## config.mk

```make
export PLATFORM = sky130hd
export DESIGN_NAME = regfile_write_queue
export DESIGN_NICKNAME = d
export VERILOG_FILES = /design/src/rtl/regfile_pkg.sv /design/src/rtl/wq_fwd_match.sv /design/src/rtl/regfile_write_queue.sv
export SDC_FILE = /design/constraint.sdc
export NUM_CORES = 1
export LEC_CHECK = 0
export ABC_AREA = 1
export CORE_MARGIN = 2
export CORE_UTILIZATION = 25
export DETAILED_ROUTE_END_ITERATION = 6
export MAX_ROUTING_LAYER = met4
export PLACE_DENSITY = 0.47
export SYNTH_ARGS = -nofsm -noshare
export SYNTH_HDL_FRONTEND = slang
export SYNTH_SLANG_ARGS = --single-unit
```

## constraint.sdc

```tcl
create_clock -name clk -period 5.95 [get_ports clk]
set_input_delay 1.785 -clock clk [delete_from_list [all_inputs] [get_ports clk]]
set_output_delay 1.785 -clock clk [all_outputs]
set_load 0.005 [all_outputs]
```

## src/rtl/regfile_pkg.sv

```systemverilog
// Shared register-file constants, address/data types and the write-queue entry record.
package regfile_pkg;

   localparam int unsigned REG_AW    = 6;
   localparam int unsigned REG_DW    = 32;
   localparam int unsigned REG_COUNT = 64;

   typedef logic [REG_AW-1:0] reg_addr_t;
   typedef logic [REG_DW-1:0] reg_data_t;

   typedef struct packed {
      logic      valid;
      reg_addr_t rd;
      reg_data_t data;
   } wq_entry_t;

endpackage

```

## src/rtl/wq_fwd_match.sv

```systemverilog
// Youngest-first search of the write-queue entries for one read address.
// With REG_ZERO_DISCARD_EN defined, register 0 never produces a hit.
module wq_fwd_match
   import regfile_pkg::*;
#(
   parameter int unsigned DEPTH = 4
) (
   input  wq_entry_t [DEPTH-1:0]         entries_i,
   input  logic      [$clog2(DEPTH)-1:0] wr_idx_i,
   input  reg_addr_t                     rs_i,
   output logic                          hit_o,
   output reg_data_t                     data_o
);

   localparam int unsigned IW = $clog2(DEPTH);

   logic rs_allowed;

   always_comb begin
`ifdef REG_ZERO_DISCARD_EN
      rs_allowed = (rs_i != '0);
`else
      rs_allowed = 1'b1;
`endif
   end

   // Walk backwards from the slot just below wr_idx, so the first match is the youngest.
   always_comb begin : p_search
      logic [IW-1:0] idx;
      hit_o  = 1'b0;
      data_o = '0;
      idx    = '0;
      for (int unsigned k = 1; k <= DEPTH; k++) begin
         idx = wr_idx_i - IW'(k);
         if (!hit_o && rs_allowed && entries_i[idx].valid && (entries_i[idx].rd == rs_i)) begin
            hit_o  = 1'b1;
            data_o = entries_i[idx].data;
         end
      end
   end

endmodule

```

## src/rtl/regfile_write_queue.sv

```systemverilog
// Buffered write port for the 64x32 register file with read-before-write forwarding.
// Optional macro REG_ZERO_DISCARD_EN: accepted writes to register 0 are dropped.
module regfile_write_queue
   import regfile_pkg::*;
#(
   parameter int unsigned DEPTH = 4,
   parameter int unsigned AW    = REG_AW,
   parameter int unsigned DW    = REG_DW
) (
   input  logic                   clk,
   input  logic                   rst,
   input  logic                   in_valid,
   output logic                   in_ready,
   input  logic [AW-1:0]          in_rd,
   input  logic [DW-1:0]          in_data,
   input  logic                   hold,
   output logic                   wrt,
   output logic [AW-1:0]          rd,
   output logic [DW-1:0]          dataIn,
   input  logic [AW-1:0]          rs1,
   input  logic [AW-1:0]          rs2,
   output logic                   fwd1_hit,
   output logic [DW-1:0]          fwd1_data,
   output logic                   fwd2_hit,
   output logic [DW-1:0]          fwd2_data,
   output logic [$clog2(DEPTH):0] pend_count
);

   localparam int unsigned IW = $clog2(DEPTH);
   localparam int unsigned PW = IW + 1;

   wq_entry_t [DEPTH-1:0] entries_q, entries_d;
   logic      [PW-1:0]    wr_ptr_q, wr_ptr_d;
   logic      [PW-1:0]    rd_ptr_q, rd_ptr_d;

   logic          empty;
   logic          full;
   logic          accept;
   logic          store;
   logic          deq;
   logic [IW-1:0] wr_idx;
   logic [IW-1:0] rd_idx;
   wq_entry_t     head;

   assign wr_idx = wr_ptr_q[IW-1:0];
   assign rd_idx = rd_ptr_q[IW-1:0];
   assign head   = entries_q[rd_idx];

   // Pointer MSB separates a full ring from an empty one.
   assign empty = (wr_ptr_q == rd_ptr_q);
   assign full  = (wr_idx == rd_idx) && (wr_ptr_q[PW-1] != rd_ptr_q[PW-1]);

   assign in_ready = !full;
   assign accept   = in_valid && in_ready;

   always_comb begin
`ifdef REG_ZERO_DISCARD_EN
      store = accept && (in_rd != '0);
`else
      store = accept;
`endif
   end

   assign deq        = !empty && !hold && !rst;
   assign wrt        = deq;
   assign rd         = empty ? '0 : AW'(head.rd);
   assign dataIn     = empty ? '0 : DW'(head.data);
   assign pend_count = wr_ptr_q - rd_ptr_q;

   // Store and dequeue never hit the same slot: that needs a full ring (no store) or an empty one
   // (no dequeue).
   always_comb begin
      entries_d = entries_q;
      wr_ptr_d  = wr_ptr_q;
      rd_ptr_d  = rd_ptr_q;
      if (deq) begin
         entries_d[rd_idx].valid = 1'b0;
         rd_ptr_d                = rd_ptr_q + 1'b1;
      end
      if (store) begin
         entries_d[wr_idx].valid = 1'b1;
         entries_d[wr_idx].rd    = reg_addr_t'(in_rd);
         entries_d[wr_idx].data  = reg_data_t'(in_data);
         wr_ptr_d                = wr_ptr_q + 1'b1;
      end
   end

   always_ff @(posedge clk) begin
      if (rst) begin
         entries_q <= '0;
         wr_ptr_q  <= '0;
         rd_ptr_q  <= '0;
      end else begin
         entries_q <= entries_d;
         wr_ptr_q  <= wr_ptr_d;
         rd_ptr_q  <= rd_ptr_d;
      end
   end

   reg_data_t match1_data;
   reg_data_t match2_data;

   wq_fwd_match #(
      .DEPTH (DEPTH)
   ) u_fwd1 (
      .entries_i (entries_q),
      .wr_idx_i  (wr_idx),
      .rs_i      (reg_addr_t'(rs1)),
      .hit_o     (fwd1_hit),
      .data_o    (match1_data)
   );

   wq_fwd_match #(
      .DEPTH (DEPTH)
   ) u_fwd2 (
      .entries_i (entries_q),
      .wr_idx_i  (wr_idx),
      .rs_i      (reg_addr_t'(rs2)),
      .hit_o     (fwd2_hit),
      .data_o    (match2_data)
   );

   assign fwd1_data = DW'(match1_data);
   assign fwd2_data = DW'(match2_data);

endmodule

```

# Word-level counts from Yosys, hierarchy flattened
# Cells that the tools add are included.
# word_totals
in_bits	54
regBits	162
output_inout_bits	109
wordCells	110
# op_classes
magnitude_cmp	7
reduce_logical	30
mux	42
addsub	6
eq_ne	11
# op_table
op	count
bitwise mux 156 bit	4
binary-select mux 39 bit (select 2 bit)	5
two-way mux 32 bit	10
demux 39 bit (select 2 bit)	4
two-way mux 156 bit	2
two-way mux 39 bit	6
two-way mux 38 bit	2
equality test 6 bit	8
logical AND 1 bit	20
< comparator 2 x 3 -> 1 bit (second input constant)	5
logical NOT 1 bit	10
two-way mux 1 bit	8
adder 3 x 1 -> 3 bit (second input constant)	2
two-way mux 6 bit	1
>= comparator 2 x 1 -> 1 bit (second input constant)	2
subtractor 2 bit (second input constant)	2
equality test 3 bit	1
subtractor 3 bit	1
equality test 2 bit	1
subtractor 2 x 1 -> 2 bit (second input constant)	1
inequality test 1 bit	1

# Depth between registers and ports, before layout
# depth
word_depth	18
depth_mapped	21
mapped_depth_nobuf	15

# Cells and area by module
# A second synthesis with hierarchy kept.
# hier_totals
hier_cells	3784
hier_area_um2	19067.0
# modules_own_cells
mod	area_per_inst_um2	cells_per_inst	instances	seq_area_each_um2
wq_fwd_match	5551.6	1262	2	0.0
regfile_write_queue	7963.9	1260	1	3243.1

# Least setup slack after synthesis
# No wires, ideal clock.
# synth_path
path_type	flip-flop to output port
from	register wr_ptr_q[1]
to	output fwd1_data[11]
t_required_ps	4165
setup_slack_ps	1152
arrival_ps	3013
path_buffers	7
path_stages_with_launch	19
cell_sequence	dfxtp_1 -> inv_2 -> buf_2 -> clkbuf_1 -> clkbuf_1 -> ha_1 -> buf_4 -> inv_2 -> buf_6 -> buf_6 -> nand3_1 -> nand2_1 -> o21ai_0 -> nor2_1 -> nand3_2 -> inv_2 -> buf_2 -> nand3_1 -> nand3_1
# synth_via
elab_chain_cells	18
word_cells_on_any_way	32
cone_classes	add/sub (3); eq/ne (4); mux (15); reduce/logical (10)
# synth_lines
item	line_no	rtl
start: declaration	regfile_write_queue.sv:33	logic [PW-1:0] wr_ptr_q, wr_ptr_d;
start signal: assignment	regfile_write_queue.sv:95	wr_ptr_q <= wr_ptr_d;
subtractor 2 x 1 -> 2 bit	wq_fwd_match.sv:34	idx = wr_idx_i - IW'(k);
binary-select mux 39 bit (select 2 bit)	wq_fwd_match.sv:35, wq_fwd_match.sv:37	
two-way mux 39 bit (implied by the code)	wq_fwd_match.sv:35	if (!hit_o && rs_allowed && entries_i[idx].valid && (entries_i[idx].rd == rs_i)) begin
equality test 6 bit	wq_fwd_match.sv:35	
logical AND 1 bit	wq_fwd_match.sv:35	
two-way mux 1 bit	wq_fwd_match.sv:35	
logical NOT 1 bit	wq_fwd_match.sv:35	
logical AND 1 bit (2 in series)	wq_fwd_match.sv:35	
two-way mux 1 bit	wq_fwd_match.sv:35	
logical NOT 1 bit	wq_fwd_match.sv:35	
logical AND 1 bit (2 in series)	wq_fwd_match.sv:35	
two-way mux 1 bit	wq_fwd_match.sv:35	
logical NOT 1 bit	wq_fwd_match.sv:35	
logical AND 1 bit (2 in series)	wq_fwd_match.sv:35	
two-way mux 32 bit (*)	wq_fwd_match.sv:35	
end: declaration	regfile_write_queue.sv:23	output logic [DW-1:0] fwd1_data,
# Mark *: on every way between the ends. The rest lies on a longest branch, timed or not. The select of a mux whose other input is x is not followed.

# Worst setup path in the final report
# layout_path
from	input rs1[5]
to	output fwd1_data[26]
# layout_via
elab_chain_cells	15
word_cells_on_any_way	21
cone_classes	eq/ne (4); mux (7); reduce/logical (10)
# layout_lines
item	line_no	rtl
start: declaration	regfile_write_queue.sv:20	input logic [AW-1:0] rs1,
equality test 6 bit	wq_fwd_match.sv:35	
logical AND 1 bit	wq_fwd_match.sv:35	
two-way mux 1 bit	wq_fwd_match.sv:35	
logical NOT 1 bit	wq_fwd_match.sv:35	
logical AND 1 bit (2 in series)	wq_fwd_match.sv:35	
two-way mux 1 bit	wq_fwd_match.sv:35	
logical NOT 1 bit	wq_fwd_match.sv:35	
logical AND 1 bit (2 in series)	wq_fwd_match.sv:35	
two-way mux 1 bit	wq_fwd_match.sv:35	
logical NOT 1 bit	wq_fwd_match.sv:35	
logical AND 1 bit (2 in series)	wq_fwd_match.sv:35	
two-way mux 32 bit (*)	wq_fwd_match.sv:35	
# Mark *: on every way between the ends. The rest lies on a longest branch, timed or not.

==> key figures <==
Timing
  • Clock Skew: slightly below 0.01 ns
  • Time the final worst path needs with I/O delays and setup: 5.86 ns
  • Slew margin rel.: 0.248
  • Smallest hold slack: slightly below 0.5 ns
  • Achievable clock frequency: around 170 MHz
  • Setup TNS after final layout: 0 ns
  • Max Transition Viols Final: 0
  • Final Cycle Share: 0.985
  • Least-Margin Pin Slew: between 1 and 1.5 ns
  • Number of setup violations in the final report: 0
  • Count of endpoints failing hold in the final timing report: 0

Min path
  • Worst hold-check path type: flop to flop
  • Hold endpoint: entries_q[81]$_SDFFE_PP0P_
  • Hold path cells: 2
  • Worst hold start: entries_q[81]$_SDFFE_PP0P_

Yosys
  • Cell type with the largest total area after synthesis: sky130_fd_sc_hd__dfxtp_1
  • Area contributors post-synth: sky130_fd_sc_hd__dfxtp_1 24%, sky130_fd_sc_hd__o21ai_0 18%, sky130_fd_sc_hd__nand2_1 16%, sky130_fd_sc_hd__nand3_1 11%, sky130_fd_sc_hd__a21oi_1 10%
  • Share of the synthesized area in the top cell type: 0.240
  • Distinct cells, synth: 28
  • Average cell area after synthesis: 5.65 um2
  • Most used flip-flop cell after synthesis: sky130_fd_sc_hd__dfxtp_1
  • Leading cell type by number of instances after synthesis: sky130_fd_sc_hd__nand2_1
  • Netlist Area Pre-Place: between 10000 and 15000 um2
  • Number of flops mapped to enable cells by yosys: 0
  • Synth Net Count: roughly 2500
  • Yosys warns: 0
  • Number of synthesized register bits: 162
  • Top cells by instance count after synthesis: 583 x sky130_fd_sc_hd__nand2_1, 486 x sky130_fd_sc_hd__o21ai_0, 292 x sky130_fd_sc_hd__nand3_1, 277 x sky130_fd_sc_hd__a21oi_1, 266 x sky130_fd_sc_hd__inv_1
  • Sequential fraction of the synthesis area: 0.240
  • Asr flop ratio synth: 0
  • Synthesized netlist cell count: between 2000 and 2500

Route
  • Antenna violation net count after detailed routing: 0
  • Per-cell via count in the routed design: about 5.1
  • Drc violations: 0
  • Wire length per cell: 19.4 um
  • Detailed Route Iter0 Violations: 2070
  • DRT Wirelength: 62200 um
  • Pre-antenna DRT Iters: 6
  • Via count: around 16000

Cells and area
  • Area growth syn-to-layout: 26.5%
  • Total of fill cells in the finished design: 5939
  • Fraction of final layout cells sized beyond drive strength 1: 0.0753
  • # nets final: ~2600
  • Count of antenna diodes in the layout: 0
  • Utilization after layout: 0.319

Placed design
  • Final estimated routing congestion in global placement: 0.941
  • HPWL after DPL: approximately 45000 um
  • Port Buffer Count: about 160

Floorplan
  • Std-Cell Core Area: roughly 54000 um2
  • DIE AREA: roughly 56000 um2
  • Die height: approximately 240 um
  • Number of rows created at floorplan: 85
  • Chip width: 237 um
  • Starting density of the core: 0.252
  • Number of ports placed on the die boundary: roughly 160

Power and ir drop
  • Maximum vdd drop: approximately 0.00014 V
  • P_leak: approximately 0.0070 uW
  • Ratio of total power to cell area: approximately 230 nW/um2
  • Final total power: around 4000 uW

GRT
  • Via count of the first global-routing pass: between 10000 and 15000
  • Remaining Overflow, GRT: 0
  • Number of antenna violations at the first check in global routing: 0
  • Maximum number of pins on one net before global-route repair: roughly 290
  • Total track usage: 0.218
  • Wire length of the first global-routing pass: between 90000 and 100000 um

Clock network
  • Cell at the root of the clock tree: sky130_fd_sc_hd__clkbuf_16
  • Number of buffers between clock root and the deepest sink: 2
  • Clk slew on worst S/H paths: approximately 0.070 ns
  • TritonCTS Sinks: ~160
  • Total number of H-tree levels: 4
  • Num CTS Buffers: 17
  • Worst-skew pair later-pin latency: around 0.45 ns
  • Clock tree from TritonCTS: yes

Worst setup path
  • Worst Reg-to-Reg Cells: 9
  • Crit path arrival time: between 4 and 5 ns
  • Crit Reg-Reg Startpoint: wr_ptr_q[1]$_SDFFE_PP0P_
  • Crit-path max cell delay: 0.56 ns
  • Setup slack of the most critical reg-to-reg path: 2.40 ns
  • Top delay family on crit path: buffers and inverters
  • Standard cell with the maximum stage delay on the critical path: sky130_fd_sc_hd__clkdlybuf4s50_1
  • CP Max Fanout: 12
  • Worst path required time: between 4 and 5 ns
  • Critical Path Start Type: input port
  • Cells along the critical path: clkdlybuf4s50_1 > buf_4 > nand2_1 > o21ai_0 > inv_1 > nand2_2 > nor2_4 > buf_12 > nor2_4 > buf_4 > clkbuf_16 > nand4_1 > nand3_1 > clkdlybuf4s50_1
  • Critical path origin: rs1[5]
  • Reg-to-reg endpoint: entries_q[141]$_SDFFE_PP0P_
  • Critical path capture point type: output port
  • Worst Path Buf+Inv: 7
  • Critical path type: input port to output port

Status
  • Outcome: complete, no violations

Job
  • Max capacitance violation total: 0
-- timing repair --
action	CTS	global route
hold buffers	0	0
pin swaps	0	6
gates resized for setup	3	44
setup buffers	0	8
gates cloned	1	9
setup endpoints to repair	18	64
-- area by class of cell --
| cell class | count | area (um2) | share of cell area |
|---|---|---|---|
| Sequential cell | 162 | 3250 | 0.190 |
| Multi-Input combinational cell | 1763 | 8380 | 0.490 |
| Clock inverter | 14 | 130 | 0.00761 |
| Inverter | 273 | 1030 | 0.0603 |
| Timing Repair Buffer | 280 | 3000 | 0.175 |
| Clock buffer | 18 | 439 | 0.0257 |
| Tap cell | 696 | 871 | 0.0509 |
-- flip-flops by register name, summed over array words and instances (netlist names) --
register and cells:
rd_ptr_q 3, wr_ptr_q 3, entries_q 156
-- worst max path at each step --
stage,end,slack (ns),depth (start not counted)
6_report,fwd1_data[26],0.09,14
5_1_grt,fwd2_data[9],-0.001,16
4_1_cts,fwd2_data[9],0.002,9
3_5_place_dp,fwd1_data[9],-0.07,11
3_3_place_gp,fwd1_data[9],-0.06,11
2_1_floorplan,fwd1_data[11],1.15,18
-- cell usage in the layout (no fill, tap or decap), types with 2 or more instances in the layout --
cell                                n
sky130_fd_sc_hd__a21oi_1          277
sky130_fd_sc_hd__buf_12            20
sky130_fd_sc_hd__buf_4             83
sky130_fd_sc_hd__buf_6              6
sky130_fd_sc_hd__clkbuf_16         24
sky130_fd_sc_hd__clkdlybuf4s50_1  138
sky130_fd_sc_hd__clkinv_2           2
sky130_fd_sc_hd__clkinv_4           2
sky130_fd_sc_hd__clkinvlp_4         5
sky130_fd_sc_hd__dfxtp_1          159
sky130_fd_sc_hd__dfxtp_2            2
sky130_fd_sc_hd__dlygate4sd2_1      2
sky130_fd_sc_hd__dlymetal6s2s_1    22
sky130_fd_sc_hd__ha_1               9
sky130_fd_sc_hd__inv_1            263
sky130_fd_sc_hd__inv_2              7
sky130_fd_sc_hd__inv_6              5
sky130_fd_sc_hd__nand2_1          577
sky130_fd_sc_hd__nand2_2            6
sky130_fd_sc_hd__nand3_1          285
sky130_fd_sc_hd__nand3_2            9
sky130_fd_sc_hd__nand3b_1           2
sky130_fd_sc_hd__nand4_1           66
sky130_fd_sc_hd__nor2_1            24
sky130_fd_sc_hd__nor2_2             3
sky130_fd_sc_hd__nor2_4             7
sky130_fd_sc_hd__o21ai_0          486
sky130_fd_sc_hd__xor2_1             5
-- metrics by stage --
step | setup slack, ns | cell area [um2] | std cells
finish | 0.0885 | 17100 | 3206
global route | -0.00132 | 17100 | 3206
CTS | 0.00199 | 16700 | 3189
floorplan | 1.15 | 13500 | 2395
global placement | -0.0628 | 16100 | 3156
detailed placement | -0.0734 | 16100 | 3156
-- where the power goes --
part / switching [uW] / total (uW) / internal, uW
sequential: 50.2 / 1210 / 1160
clock: 508 / 1100 / 591
combinational: 1110 / 1660 / 550
total: 1670 / 3970 / 2300
-- logic make-up (layout without fill, tap and decap cells) --
family	count (synthesis)	count (layout)	share of synthesized area
AOI/OAI and AO/OA	766	766	0.284
adders and majority gates	11	11	0.0107
and+or+nand+nor	981	981	0.316
DFF	162	162	0.240
buffers and inverters	470	585	0.146
xor gates and xnor gates	5	5	0.00324
-- worst reg2reg max path, stage by stage (launching register included) --
cell	delay (ns)
sky130_fd_sc_hd__dfxtp_2	0.33
sky130_fd_sc_hd__buf_4	0.66
sky130_fd_sc_hd__ha_1	0.26
sky130_fd_sc_hd__nand3_1	0.10
sky130_fd_sc_hd__nand2_1	0.17
sky130_fd_sc_hd__clkinv_1	0.44
sky130_fd_sc_hd__nand2_2	0.86
sky130_fd_sc_hd__buf_4	0.40
sky130_fd_sc_hd__o21ai_0	0.10
sky130_fd_sc_hd__a21oi_1	0.16
-- metal layers --
metal	GRT usage	part of all wire
met1	0.348	0.52
met4	0.0401	0.012
met2	0.277	0.39
met5	-	0
met3	0.0372	0.085
(Power assumes the default switching activity.)
